--- src/rtl/hazard_pkg.sv ---
// ============================================================================
// Module : hazard_pkg
// Purpose: Shared types and constants for the pipeline hazard/forwarding unit.
//          - fwd_sel_e  : operand-select encoding driven onto forwardA/forwardB
//          - hz_state_e : load-use stall controller states
//          - MAX_LOAD_LATENCY / SCNT_W : bounds of the stall down-counter
// Revision: 1.0 - initial release
// ============================================================================
`default_nettype none

package hazard_pkg;

  typedef enum logic [1:0] {
    FWD_RF  = 2'b00,  // operand from register file
    FWD_WB  = 2'b01,  // operand from MEM/WB result
    FWD_MEM = 2'b10   // operand from EX/MEM result
  } fwd_sel_e;

  typedef enum logic {
    IDLE  = 1'b0,
    STALL = 1'b1
  } hz_state_e;

  localparam int MAX_LOAD_LATENCY = 8;

  // Width of the stall down-counter; LOAD_LATENCY-2 never exceeds 6.
  localparam int SCNT_W = $clog2(MAX_LOAD_LATENCY);

endpackage

`default_nettype wire

--- src/rtl/hazard_forwarding_unit_fwd_select.sv ---
// ============================================================================
// Module : fwd_select
// Purpose: Forwarding decision for a single EX-stage source operand.
//          The youngest producer (EX/MEM) wins over MEM/WB; writes to the
//          hard-wired zero register never forward.
// Ports  : ex_mem_regwrite / ex_mem_rd  - EX/MEM producer
//          mem_wb_regwrite / mem_wb_rd  - MEM/WB producer
//          src                          - operand register index
//          sel                          - resulting operand select
// Revision: 1.0 - initial release
// ============================================================================
`default_nettype none

module fwd_select
  import hazard_pkg::*;
#(
  parameter int REG_ADDR_W = 5
) (
  input  logic                  ex_mem_regwrite,
  input  logic [REG_ADDR_W-1:0] ex_mem_rd,
  input  logic                  mem_wb_regwrite,
  input  logic [REG_ADDR_W-1:0] mem_wb_rd,
  input  logic [REG_ADDR_W-1:0] src,
  output fwd_sel_e              sel
);

  logic mem_hit;
  logic wb_hit;

  assign mem_hit = ex_mem_regwrite && (ex_mem_rd != '0) && (ex_mem_rd == src);
  assign wb_hit  = mem_wb_regwrite && (mem_wb_rd != '0) && (mem_wb_rd == src);

  always_comb begin
    sel = FWD_RF;
    if (mem_hit) begin
      sel = FWD_MEM;
    end else if (wb_hit) begin
      sel = FWD_WB;
    end
  end

endmodule

`default_nettype wire

--- src/rtl/hazard_forwarding_unit.sv ---
// ============================================================================
// Module : hazard_forwarding_unit
// Purpose: Hazard unit beside the ID/EX stage of a 5-stage pipeline.
//          - operand forwarding (EX/MEM, MEM/WB -> EX) per source operand
//          - load-use stall lasting LOAD_LATENCY cycles (1..8)
//          - branch flush, which overrides and aborts any stall
//          - saturating stall / flush cycle counters with synchronous clear
// Ports  : clk_i, rst_n_i (async active-low)
//          id_ex_register_rs1_i/rs2_i/rd_i, id_ex_memread_i  - EX instruction
//          ex_mem_regwrite_wb_i, ex_mem_register_rd_i        - EX/MEM
//          mem_wb_regwrite_wb_i, mem_wb_register_rd_i        - MEM/WB
//          if_id_register_rs1_i/rs2_i                        - ID instruction
//          branch_taken_i, cnt_clr_i
//          forwardA_o/forwardB_o, pc_write_o, if_id_write_o,
//          id_ex_bubble_o, if_id_flush_o, stall_cnt_o, flush_cnt_o
// Revision: 1.0 - initial release
// ============================================================================
`default_nettype none

module hazard_forwarding_unit
  import hazard_pkg::*;
#(
  parameter int REG_ADDR_W   = 5,
  parameter int LOAD_LATENCY = 1,
  parameter int CNT_W        = 16
) (
  input  logic                  clk_i,
  input  logic                  rst_n_i,
  input  logic [REG_ADDR_W-1:0] id_ex_register_rs1_i,
  input  logic [REG_ADDR_W-1:0] id_ex_register_rs2_i,
  input  logic                  ex_mem_regwrite_wb_i,
  input  logic [REG_ADDR_W-1:0] ex_mem_register_rd_i,
  input  logic                  mem_wb_regwrite_wb_i,
  input  logic [REG_ADDR_W-1:0] mem_wb_register_rd_i,
  input  logic                  id_ex_memread_i,
  input  logic [REG_ADDR_W-1:0] id_ex_register_rd_i,
  input  logic [REG_ADDR_W-1:0] if_id_register_rs1_i,
  input  logic [REG_ADDR_W-1:0] if_id_register_rs2_i,
  input  logic                  branch_taken_i,
  input  logic                  cnt_clr_i,
  output logic [1:0]            forwardA_o,
  output logic [1:0]            forwardB_o,
  output logic                  pc_write_o,
  output logic                  if_id_write_o,
  output logic                  id_ex_bubble_o,
  output logic                  if_id_flush_o,
  output logic [CNT_W-1:0]      stall_cnt_o,
  output logic [CNT_W-1:0]      flush_cnt_o
);

  // The detection cycle is the first stall cycle, so STALL covers the
  // remaining LOAD_LATENCY-1 cycles: it starts at LOAD_LATENCY-2 and exits
  // after the cycle in which it reads zero.
  localparam logic [SCNT_W-1:0] SCNT_INIT =
    SCNT_W'((LOAD_LATENCY > 1) ? (LOAD_LATENCY - 2) : 0);

  // --------------------------------------------------------------------------
  // Forwarding
  // --------------------------------------------------------------------------
  fwd_sel_e sel_a;
  fwd_sel_e sel_b;

  fwd_select #(.REG_ADDR_W(REG_ADDR_W)) u_fwd_rs1 (
    .ex_mem_regwrite (ex_mem_regwrite_wb_i),
    .ex_mem_rd       (ex_mem_register_rd_i),
    .mem_wb_regwrite (mem_wb_regwrite_wb_i),
    .mem_wb_rd       (mem_wb_register_rd_i),
    .src             (id_ex_register_rs1_i),
    .sel             (sel_a)
  );

  fwd_select #(.REG_ADDR_W(REG_ADDR_W)) u_fwd_rs2 (
    .ex_mem_regwrite (ex_mem_regwrite_wb_i),
    .ex_mem_rd       (ex_mem_register_rd_i),
    .mem_wb_regwrite (mem_wb_regwrite_wb_i),
    .mem_wb_rd       (mem_wb_register_rd_i),
    .src             (id_ex_register_rs2_i),
    .sel             (sel_b)
  );

  assign forwardA_o = sel_a;
  assign forwardB_o = sel_b;

  // --------------------------------------------------------------------------
  // Load-use detection
  // --------------------------------------------------------------------------
  logic hz;

  assign hz = id_ex_memread_i && (id_ex_register_rd_i != '0) &&
              ((id_ex_register_rd_i == if_id_register_rs1_i) ||
               (id_ex_register_rd_i == if_id_register_rs2_i));

  // --------------------------------------------------------------------------
  // Stall / flush controller
  // --------------------------------------------------------------------------
  hz_state_e         state_q, state_d;
  logic [SCNT_W-1:0] scnt_q,  scnt_d;

  always_ff @(posedge clk_i or negedge rst_n_i) begin
    if (!rst_n_i) begin
      state_q <= IDLE;
      scnt_q  <= '0;
    end else begin
      state_q <= state_d;
      scnt_q  <= scnt_d;
    end
  end

  always_comb begin
    state_d        = state_q;
    scnt_d         = scnt_q;
    pc_write_o     = 1'b1;
    if_id_write_o  = 1'b1;
    id_ex_bubble_o = 1'b0;
    if_id_flush_o  = 1'b0;

    if (branch_taken_i) begin
      // Flush overrides a fresh hazard and aborts a stall in progress.
      if_id_flush_o  = 1'b1;
      id_ex_bubble_o = 1'b1;
      pc_write_o     = 1'b1;
      state_d        = IDLE;
      scnt_d         = '0;
    end else begin
      case (state_q)
        IDLE: begin
          if (hz) begin
            pc_write_o     = 1'b0;
            if_id_write_o  = 1'b0;
            id_ex_bubble_o = 1'b1;
            if (LOAD_LATENCY > 1) begin
              state_d = STALL;
              scnt_d  = SCNT_INIT;
            end
          end
        end
        STALL: begin
          pc_write_o     = 1'b0;
          if_id_write_o  = 1'b0;
          id_ex_bubble_o = 1'b1;
          if (scnt_q == '0) begin
            state_d = IDLE;
          end else begin
            scnt_d = scnt_q - SCNT_W'(1);
          end
        end
        default: begin
          state_d = IDLE;
          scnt_d  = '0;
        end
      endcase
    end
  end

  // --------------------------------------------------------------------------
  // Saturating performance counters (clear beats increment)
  // --------------------------------------------------------------------------
  logic [CNT_W-1:0] stall_cnt_q;
  logic [CNT_W-1:0] flush_cnt_q;

  always_ff @(posedge clk_i or negedge rst_n_i) begin
    if (!rst_n_i) begin
      stall_cnt_q <= '0;
      flush_cnt_q <= '0;
    end else if (cnt_clr_i) begin
      stall_cnt_q <= '0;
      flush_cnt_q <= '0;
    end else begin
      if (!pc_write_o && (stall_cnt_q != '1)) begin
        stall_cnt_q <= stall_cnt_q + CNT_W'(1);
      end
      if (if_id_flush_o && (flush_cnt_q != '1)) begin
        flush_cnt_q <= flush_cnt_q + CNT_W'(1);
      end
    end
  end

  assign stall_cnt_o = stall_cnt_q;
  assign flush_cnt_o = flush_cnt_q;

endmodule

`default_nettype wire
--- config.mk ---
export PLATFORM = sky130hd
export DESIGN_NAME = hazard_forwarding_unit
export DESIGN_NICKNAME = d
export VERILOG_FILES = /design/src/rtl/hazard_pkg.sv /design/src/rtl/hazard_forwarding_unit_fwd_select.sv /design/src/rtl/hazard_forwarding_unit.sv
export SDC_FILE = /design/constraint.sdc
export NUM_CORES = 1
export LEC_CHECK = 0
export ABC_AREA = 1
export BUFFER_PORTS_ARGS = -buffer_cell sky130_fd_sc_hd__buf_2
export CORE_ASPECT_RATIO = 0.8
export CORE_UTILIZATION = 55
export CTS_BUF_LIST = sky130_fd_sc_hd__clkbuf_8 sky130_fd_sc_hd__clkbuf_16
export CTS_CLUSTER_SIZE = 20
export DETAILED_ROUTE_END_ITERATION = 10
export PLACE_DENSITY = 0.93
export SYNTH_ARGS = -nofsm -noshare
export SYNTH_HDL_FRONTEND = slang
export SYNTH_SLANG_ARGS = --single-unit
export TNS_END_PERCENT = 20
--- constraint.sdc ---
create_clock -name clk_i -period 2.45 [get_ports clk_i]
set_input_delay 0.1225 -clock clk_i [delete_from_list [all_inputs] [get_ports clk_i]]
set_output_delay 0.1225 -clock clk_i [all_outputs]
set_load 0.02 [all_outputs]
### Yosys cells after proc, flatten, opt, wreduce, memory -nomap -nowiden

Index checks and enable logic that the tools add are counted.

| word-level totals | value |
|---|---|
| bits in registers | 36 |
| bits of input ports | 42 |
| word-level logic and storage cells | 58 |

| cells by class | value |
|---|---|
| add/subtract/negate cells | 3 |
| eq/ne operators | 9 |
| mux-type cells | 21 |
| bitwise logic cells | 1 |
| reductions and logical operators | 20 |

Operators with widths:

| cell | number |
|---|---|
| 16-bit two-way mux | 4 |
| 16-bit by 1-bit adder with 16-bit output, second input constant | 2 |
| 16-bit != test, second input constant | 2 |
| 5-bit equality test | 6 |
| 5-bit nonzero test | 3 |
| 1-bit logical AND | 10 |
| 1-bit two-way mux | 10 |
| 3-bit two-way mux | 3 |
| 2-bit nonzero test | 3 |
| 2-bit two-way mux | 2 |
| 1-bit one-hot mux with 2 select lines | 2 |
| 3-bit zero test | 1 |
| 3-bit by 1-bit subtractor with 3-bit output, second input constant | 1 |
| 2-bit != test, second input constant | 1 |
| 2-bit AND reduction | 1 |
| 1-bit zero test | 1 |
| 1-bit logical OR | 1 |
| 1-bit NOT | 1 |

### Depth between registers and ports, before layout

Gate-level depths: netlist of the first run.

| depth | value |
|---|---|
| depth in word-level cells | 10 |
| mapped depth | 13 |
| depth with buffers taken out | 12 |

### Cells and area by module

A second synthesis of the first run with hierarchy kept.

| unflattened totals | value |
|---|---|
| cells, all modules | 429 |
| area, all modules | 2,810.2 µm² |

By module, submodules not included:

| module | instances | cells an instance | area an instance (µm²) | seq. area each (µm²) |
|---|---|---|---|---|
| hazard_forwarding_unit | 1 | 327 | 2,367.3 | 900.9 |
| fwd_select | 2 | 51 | 221.5 | 0.0 |

### Least setup slack after synthesis of the first run

OpenSTA, ideal clock, no wires.

| timing path | value |
|---|---|
| path kind | register to register |
| start point | register stall_cnt_q[0], in the netlist stall_cnt_o[0] |
| end point | register stall_cnt_q[14], in the netlist stall_cnt_o[14] |
| setup time | 0.117 ns |
| arrival time | 1.718 ns |
| required time | 2.333 ns |
| slack | 0.615 ns |
| cell stages (with the launch flop) | 12 |
| buffers on the path | 1 |
| cells stage by stage | dfrtp_1 ha_1 nand3_2 nor3_4 inv_2 nor2_4 nand4_2 nand3_2 nand2_4 buf_6 nand2_1 nand2_1 |

| on the way | value |
|---|---|
| word-level cells in the longest chain between the ends | 3 |
| elaborated cells on any way between the ends | 6 |
| those cells by class | add/sub (1); eq/ne (1); mux (2); reduce/logical (2) |

Ends and longest elaborated chain:

| what | RTL line | RTL |
|---|---|---|
| from (decl) | hazard_forwarding_unit.sv:158 | `logic [CNT_W-1:0] stall_cnt_q;` |
| from (signal assigned) | hazard_forwarding_unit.sv:170 | `stall_cnt_q <= stall_cnt_q + CNT_W'(1);` |
| 16-bit by 1-bit adder with 16-bit output or 16-bit != test (tied branches) | hazard_forwarding_unit.sv:170, hazard_forwarding_unit.sv:169 |  |
| 16-bit two-way mux or 1-bit logical AND (tied branches) | hazard_forwarding_unit.sv:169 | `if (!pc_write_o && (stall_cnt_q != '1)) begin` |
| 16-bit two-way mux or 2-bit nonzero test (tied branches) | - |  |

Several ways; a longest one is shown, not always the timed one. The select of a mux whose other input is x is not followed.
A chain may end at the register's enable or synchronous reset.

### Worst setup path after layout of the first run

| timing path | value |
|---|---|
| start point | register stall_cnt_q[0], in the netlist stall_cnt_o[0] |
| end point | register stall_cnt_q[5], in the netlist stall_cnt_o[5] |

Same word-level chain as after synthesis.

==> summary.md, run 1 <==
| Metric | Value |
|---|---|
| Cts bufs inserted | `5` |
| Residual DRC | `0` |
| CTS clk-pin slew, worst paths | `0.07 ns` |
| Rows | `21` |
| Slowest-stage cell, CP | `dfrtp_1` |
| Die area | `4970 um^2` |
| Seq/Total Area, Yosys | `0.350` |
| Total wire length | `slightly above 6000 um` |
| Final hold violations | `0` |
| Yosys warns | `0` |
| Tcrit/Tclk final | `0.833` |
| Startpoint Class | `flop` |
| WL/cell | `between 10 and 15 um` |
| Critical path buffers and inverters | `1` |
| Initial antenna violation count | `0` |
| First-pass GRT wire length | `10,500 um` |
| Via/cell ratio | `5.26` |
| Yosys cell types | `32` |
| Status | `complete, no violations` |
| Net Sw Power | `0.357 mW` |
| Sink Count | `36` |
| Number of global-route vias before repair | `2,459` |
| Initial core utilization | `0.595` |
| Design Area, Final | `3090 um^2` |
| Max-slew violations | `0` |
| Layout overhead on the synthesized area | `19.8%` |
| Final Non-Filler Cells | `500` |
| Family with the most delay on the worst path | `simple AND/OR/NAND/NOR gates` |
| LEAKAGE | `1.61 nW` |
| DR iter-0 viols | `173` |
| CTS root buf | `clkbuf_8` |
| Postcts setup bufs | `0` |
| Layout Nets | `488` |
| Final ANT Viol Nets | `0` |
| Max-slew headroom | `0.472` |
| Overall power | `1.26 mW` |
| Clock power frac | `0.345` |
| GR Overflow Total | `0` |
| Core area | `between 4000 and 5000 um^2` |
| Skew-Pair Late Insertion Delay | `between 0.2 and 0.3 ns` |
| F_max | `490 MHz` |
| Largest net degree at the start of global routing | `37` |
| Synth Instances | `approximately 360` |
| Synthesis-stage register bit count | `36` |
| Syn Area/Cell | `7.08 um^2` |
| Peak supply drop | `0.000320 V` |
| Worst stage delay on the critical path | `approximately 0.40 ns` |
| CTS tree | `built` |
| Worst slew pin tran | `slightly below 0.8 ns` |
| DP Cell Count | `491` |
| Max-cap violations | `0` |
| Setup TNS | `0 ns` |
| Share of layout cells above drive strength 1 | `0.230` |
| Clock Skews | `0.00679 ns` |
| Final min period | `2.04 ns` |
| Worst Hold Class | `primary input to flop` |
| Critical Path Fanout Max | `17` |
| Unrepaired setup endpoints after global routing | `false` |
| Via Count | `2,630` |
| # resized after CTS | `0` |
| CP endpoint kind | `flop` |
| RePlAce Congestion | `a little under 0.9` |
| Crit path cell chain | `ha_1, nand3_2, nor3_4, inv_2, nor2_4, nand4_2, nand3_2, nand2_4, nand2_1, nand2_1` |
| Cell area after synthesis | `2580 um^2` |
| CTS max path bufs | `2` |
| # IOs | `82` |
| Input/output buffers | `81` |
| Htree depth | `2` |
| ANT cells | `0` |
| Flop pwr share | `0.486` |
| Final setup viols | `0` |
| Critical path arrival | `2.22 ns` |
| Pwr/cell area | `410 nW/um^2` |
| Detailed Place HPWL | `between 4000 and 5000 um` |
| Sw frac | `0.282` |
| Gr usage total | `0.267` |
| Die Y | `63.2 um` |
| Die Span X | `78.5 um` |
| Combinational power share | `0.168` |
| DP Area | `between 2000 and 3000 um^2` |
| Critical path class | `flop to flop` |
| Filler Cell Count | `358` |
| Pre-antenna DRT Iters | `4` |
| Worst EP required | `around 2.6 ns` |
| Syn_nets | `410` |
| Internal | `a little over 0.9 mW` |
[final cells by class]
class	instances	area [um^2]	share of cell area
Clock buffer	6	82.6	0.0268
Clock inverter	2	7.51	0.00243
Inverter	44	165	0.0535
Multi-Input combinational cell	272	1440	0.465
Sequential cell	36	901	0.292
Tap cell	57	71.3	0.0231
Timing Repair Buffer	83	423	0.137
[synth_stat cells]
library cell	count	area share
a21oi_1	12	0.023
nor3_1	13	0.025
buf_6	1	0.0044
buf_2	3	0.0058
nor3_4	1	0.0063
nand4_1	7	0.017
inv_2	1	0.0015
o22ai_1	2	0.0049
nand2_4	1	0.0044
clkbuf_1	3	0.0044
or2_2	2	0.0049
o31ai_1	5	0.015
o21ai_0	13	0.025
nor2_1	41	0.060
nand4_2	1	0.0049
nand2_2	2	0.0049
buf_4	5	0.015
nor3b_1	1	0.0029
nor2_4	1	0.0044
inv_1	43	0.063
dfrtp_1	36	0.35
o41ai_1	2	0.0068
nand2_1	92	0.13
xor2_1	15	0.051
a31oi_1	1	0.0024
nor4_1	2	0.0049
nor3_2	1	0.0039
ha_1	4	0.019
nor2_2	2	0.0049
xnor2_1	17	0.058
nand3_2	2	0.0078
nand3_1	32	0.062
[cells in the final DEF, fill, tap and decap left out, types with 2 or more instances in the layout]
cell type	instances
a21oi_1	12
buf_2	81
clkbuf_8	6
dfrtp_1	36
ha_1	4
inv_1	45
nand2_1	92
nand2_2	2
nand3_1	32
nand3_2	2
nand4_1	7
nor2_1	41
nor2_2	2
nor3_1	13
nor4_1	2
o21ai_0	13
o22ai_1	2
o31ai_1	5
o41ai_1	2
or2_2	2
xnor2_1	17
xor2_1	15
[cells by family (layout without fill, tap and decap cells)]
group                    count (synthesis)  after routing  synth area share
adder cells (fa/ha/maj)                  4              4            0.0194
AND/OR/NAND/NOR                        201            201             0.352
AO/OA/AOI/OAI                           35             35            0.0772
buffers and inverters                   56            135            0.0932
XOR/XNOR                                32             32             0.109
flip-flops                              36             36             0.350
[layer usage]
layer  global-route usage  up-vias  routed length, um
li1                     -     1327                  -
met4               0.0995        0                104
met1                0.331     1225               2780
met5                    0        -                  0
met3               0.0493       13                252
met2                0.460       65               3030
[state kept, by name (all words and copies together) (netlist names)]
name / cells
state_q: 1
flush_cnt_o: 16
scnt_q: 3
stall_cnt_o: 16
[power groups by stage]
stage	sequential, mW	clock, mW	combinational [mW]
after global placement	0.625	0	0.206
final	0.615	0.436	0.213
after floorplan	0.637	0	0.112
after global routing	0.616	0.462	0.241
after detailed placement	0.625	0	0.212
after CTS	0.615	0.439	0.214
[path summary, 6_finish.rpt]
| kind | end | cells past startpoint | slack, ns | startpoint |
|---|---|---|---|---|
| worst max-delay path | stall_cnt_o[5] | 10 | 0.41 | stall_cnt_o[0] |
| worst min-delay path | state_q | 2 | 0.07 | branch_taken_i |
| worst max register to register | stall_cnt_o[5] | 10 | 0.41 | stall_cnt_o[0] |
| worst min register to register | scnt_q[2] | 2 | 0.54 | scnt_q[2] |
| max in group asynchronous | stall_cnt_o[3] | 2 | 1.50 | rst_n_i |
| min in group asynchronous | flush_cnt_o[6] | 2 | 0.45 | rst_n_i |
[through the flow]
step | setup slack [ns] | util | hold WS (ns)
3_3_place_gp | 0.472 | 0.689 | 0.251
2_1_floorplan | 0.615 | - | -0.173
4_1_cts | 0.416 | 0.712 | 0.0742
5_1_grt | 0.213 | 0.712 | 0.0783
6_report | 0.409 | 0.712 | 0.0738
3_5_place_dp | 0.429 | 0.689 | 0.250
[repair_timing]
item,in CTS,in global routing
endpoints found under the hold margin,36,0
hold buffers,1,0
endpoints found under the setup margin,0,0
Power figures use the tool's default switching activity.
==> inputs of run 2 (changes only) <==
--- a/config.mk
+++ b/config.mk
@@ -8,11 +8,11 @@
 export ABC_AREA = 1
 export BUFFER_PORTS_ARGS = -buffer_cell sky130_fd_sc_hd__buf_2
 export CORE_ASPECT_RATIO = 0.8
-export CORE_UTILIZATION = 55
+export CORE_UTILIZATION = 51
 export CTS_BUF_LIST = sky130_fd_sc_hd__clkbuf_8 sky130_fd_sc_hd__clkbuf_16
 export CTS_CLUSTER_SIZE = 20
 export DETAILED_ROUTE_END_ITERATION = 10
-export PLACE_DENSITY = 0.93
+export PLACE_DENSITY = 0.88
 export SYNTH_ARGS = -nofsm -noshare
 export SYNTH_HDL_FRONTEND = slang
 export SYNTH_SLANG_ARGS = --single-unit
==> constraint.sdc (replaced) <==
create_clock -name clk_i -period 1.93 [get_ports clk_i]
set_input_delay 0.0965 -clock clk_i [delete_from_list [all_inputs] [get_ports clk_i]]
set_output_delay 0.0965 -clock clk_i [all_outputs]
set_load 0.02 [all_outputs]
==> run 2 against run 1 <==
  * Cell count increased by 2.2%
  * Critical endpoint is now stall_cnt_o[3]
  * Design area rose by 2.9%
  * Sequential share of layout area decreased by 0.82 points
  * Sequential power grew 27%
  * Combinational power rose by 41%
  * Clock-buffer cell count did not move
  * Global-route usage is 1.4 points lower
  * Register-to-register slack got worse by 0.26 ns
  * Non-clock buffer count grew 8
  * Highest routed layer unchanged
  * First-iteration DRC count decreased by 21%
  * Critical path type unchanged
==> summary.md, run 2 (synthesis results as in run 1) <==
| Metric | Value |
|---|---|
| Die area | `5340 um^2` |
| Initial antenna violation count | `0` |
| Status | `complete, no violations` |
| Final setup viols | `0` |
| Htree depth | `2` |
| Unrepaired setup endpoints after global routing | `false` |
| CTS max path bufs | `2` |
| Gr usage total | `0.253` |
| Critical path arrival | `2.01 ns` |
| Number of global-route vias before repair | `2,446` |
| Die Span X | `81.5 um` |
| Tcrit/Tclk final | `0.922` |
| Pwr/cell area | `roughly 510 nW/um^2` |
| WL/cell | `~12 um` |
| Most common cell after layout, fill and taps aside | `nand2_1` |
| DR iter-0 viols | `136` |
| CTS clk-pin slew, worst paths | `~0.070 ns` |
| Residual DRC | `0` |
| Max-slew headroom | `0.476` |
| Worst slew pin tran | `0.786 ns` |
| ANT cells | `0` |
| Worst Setup SP | `stall_cnt_o[0]` |
| Filler Cell Count | `404` |
| Setup slack, reg-to-reg | `between 0.15 and 0.2 ns` |
| Max-slew violations | `0` |
| Final min period | `around 1.8 ns` |
| F_max | `around 560 MHz` |
| Via Count | `2,650` |
| # IOs | `82` |
| Pre-antenna DRT Iters | `4` |
| Sink Count | `36` |
| Critical Path Fanout Max | `10` |
| Layout Nets | `496` |
| Total wire length | `6320 um` |
| Critical path class | `flop to flop` |
| Final hold violations | `0` |
| Reg2reg start | `stall_cnt_o[0]` |
| Design Area, Final | `between 3000 and 4000 um^2` |
| Input/output buffers | `81` |
| CP endpoint kind | `flop` |
| Core area | `4710 um^2` |
| LEAKAGE | `1.65 nW` |
| CTS tree | `built` |
| Peak supply drop | `between 0.0004 and 0.0005 V` |
| Skew-Pair Late Insertion Delay | `0.29 ns` |
| Initial core utilization | `0.548` |
| Detailed Place HPWL | `4820 um` |
| Startpoint Class | `flop` |
| Setup TNS | `0 ns` |
| Final ANT Viol Nets | `0` |
| Share of layout cells above drive strength 1 | `0.248` |
| CTS root buf | `clkbuf_8` |
| Largest net degree at the start of global routing | `37` |
| Cts bufs inserted | `5` |
| Via/cell ratio | `between 5 and 6` |
| Worst EP required | `2.16 ns` |
| First-pass GRT wire length | `10,400 um` |
| RR Endpoint | `stall_cnt_o[3]` |
| Die Y | `65.6 um` |
| Worst Setup EP | `stall_cnt_o[3]` |
| Final Core Density | `0.675` |
| DP Area | `3010 um^2` |
| Max-cap violations | `0` |
| Rows | `22` |
| R2R cell count | `10` |
| Worst Hold Class | `primary input to flop` |
| Clock Skews | `0.00535 ns` |
| RePlAce Congestion | `between 0.8 and 0.9` |
| Most frequent cells in the layout | `nand2_1 (91), buf_2 (81), inv_1 (45), nor2_1 (41), dfrtp_1 (36)` |
| Layout overhead on the synthesized area | `23.2%` |
| GR Overflow Total | `0` |
run 2: cell count changes in the layout (fill, tap and decap cells not counted):
cell     change
nand2_8      +1
nand2_4      -1
nand2_1      -1
nand2_2      +1
ha_1         -1
nand3_2      -1
buf_4        +7
ha_2         +1
nand3_4      +1
buf_6        +1
run 2: critical path, cell delays in order, from the launching register on:
cell	delay (ns)
dfrtp_1	0.39
ha_2	0.22
nand3_2	0.11
nor3_4	0.22
inv_2	0.07
nor2_4	0.10
nand4_2	0.11
nand3_4	0.16
buf_6	0.17
nand3_1	0.08
nand2_1	0.07
run 2: how the worst min path moves through the flow:
stage | end | cells after the start | from
6_report | state_q | 2 | branch_taken_i
2_1_floorplan | flush_cnt_o[0] | 0 | rst_n_i
5_1_grt | state_q | 2 | branch_taken_i
4_1_cts | state_q | 2 | branch_taken_i
3_5_place_dp | flush_cnt_o[3] | 1 | rst_n_i
3_3_place_gp | flush_cnt_o[3] | 1 | rst_n_i
run 2: area by class of cell:
| class | count | area (um^2) | area share |
|---|---|---|---|
| Inverter | 44 | 165 | 0.0520 |
| Sequential cell | 36 | 901 | 0.284 |
| Clock buffer | 6 | 82.6 | 0.0260 |
| Multi-Input combinational cell | 272 | 1460 | 0.459 |
| Tap cell | 60 | 75.1 | 0.0236 |
| Clock inverter | 2 | 7.51 | 0.00236 |
| Timing Repair Buffer | 91 | 487 | 0.153 |
run 2: metrics by stage:
| step | hold WS, ns | cells | total power, mW | setup WS [ns] |
|---|---|---|---|---|
| after floorplan | -0.199 | 364 | 0.950 | 0.0950 |
| after global placement | 0.217 | 497 | 1.06 | 0.118 |
| after global routing | 0.0762 | 511 | 1.71 | 0.000914 |
| final | 0.0639 | 511 | 1.63 | 0.151 |
| after detailed placement | 0.230 | 497 | 1.07 | 0.0764 |
| after CTS | 0.0487 | 506 | 1.62 | 0.0612 |
run 2: layer usage:
metal  part of all wire  routed length (um)  vias to the layer above  global-route usage
met5                  0                   0                        -                   0
met4              0.011                  70                        0              0.0871
met3              0.051                 320                        8              0.0472
met2               0.48                3020                       75               0.430
met1               0.46                2910                     1226               0.318
li1                   -                   -                     1341                   -
run 2: power breakdown:
part / switching (mW) / leakage (nW) / total (mW) / internal (mW)
registers: 0.0144 / 0.499 / 0.780 / 0.766
logic: 0.175 / 1.10 / 0.301 / 0.126
clock network: 0.271 / 0.0538 / 0.552 / 0.281
run 2: what timing repair did:
action | CTS | global route
hold endpoints to repair | 36 | 0
endpoints found under the setup margin | 0 | 26
setup buffers | 0 | 5
resized for setup | 0 | 5
hold buffers | 1 | 0
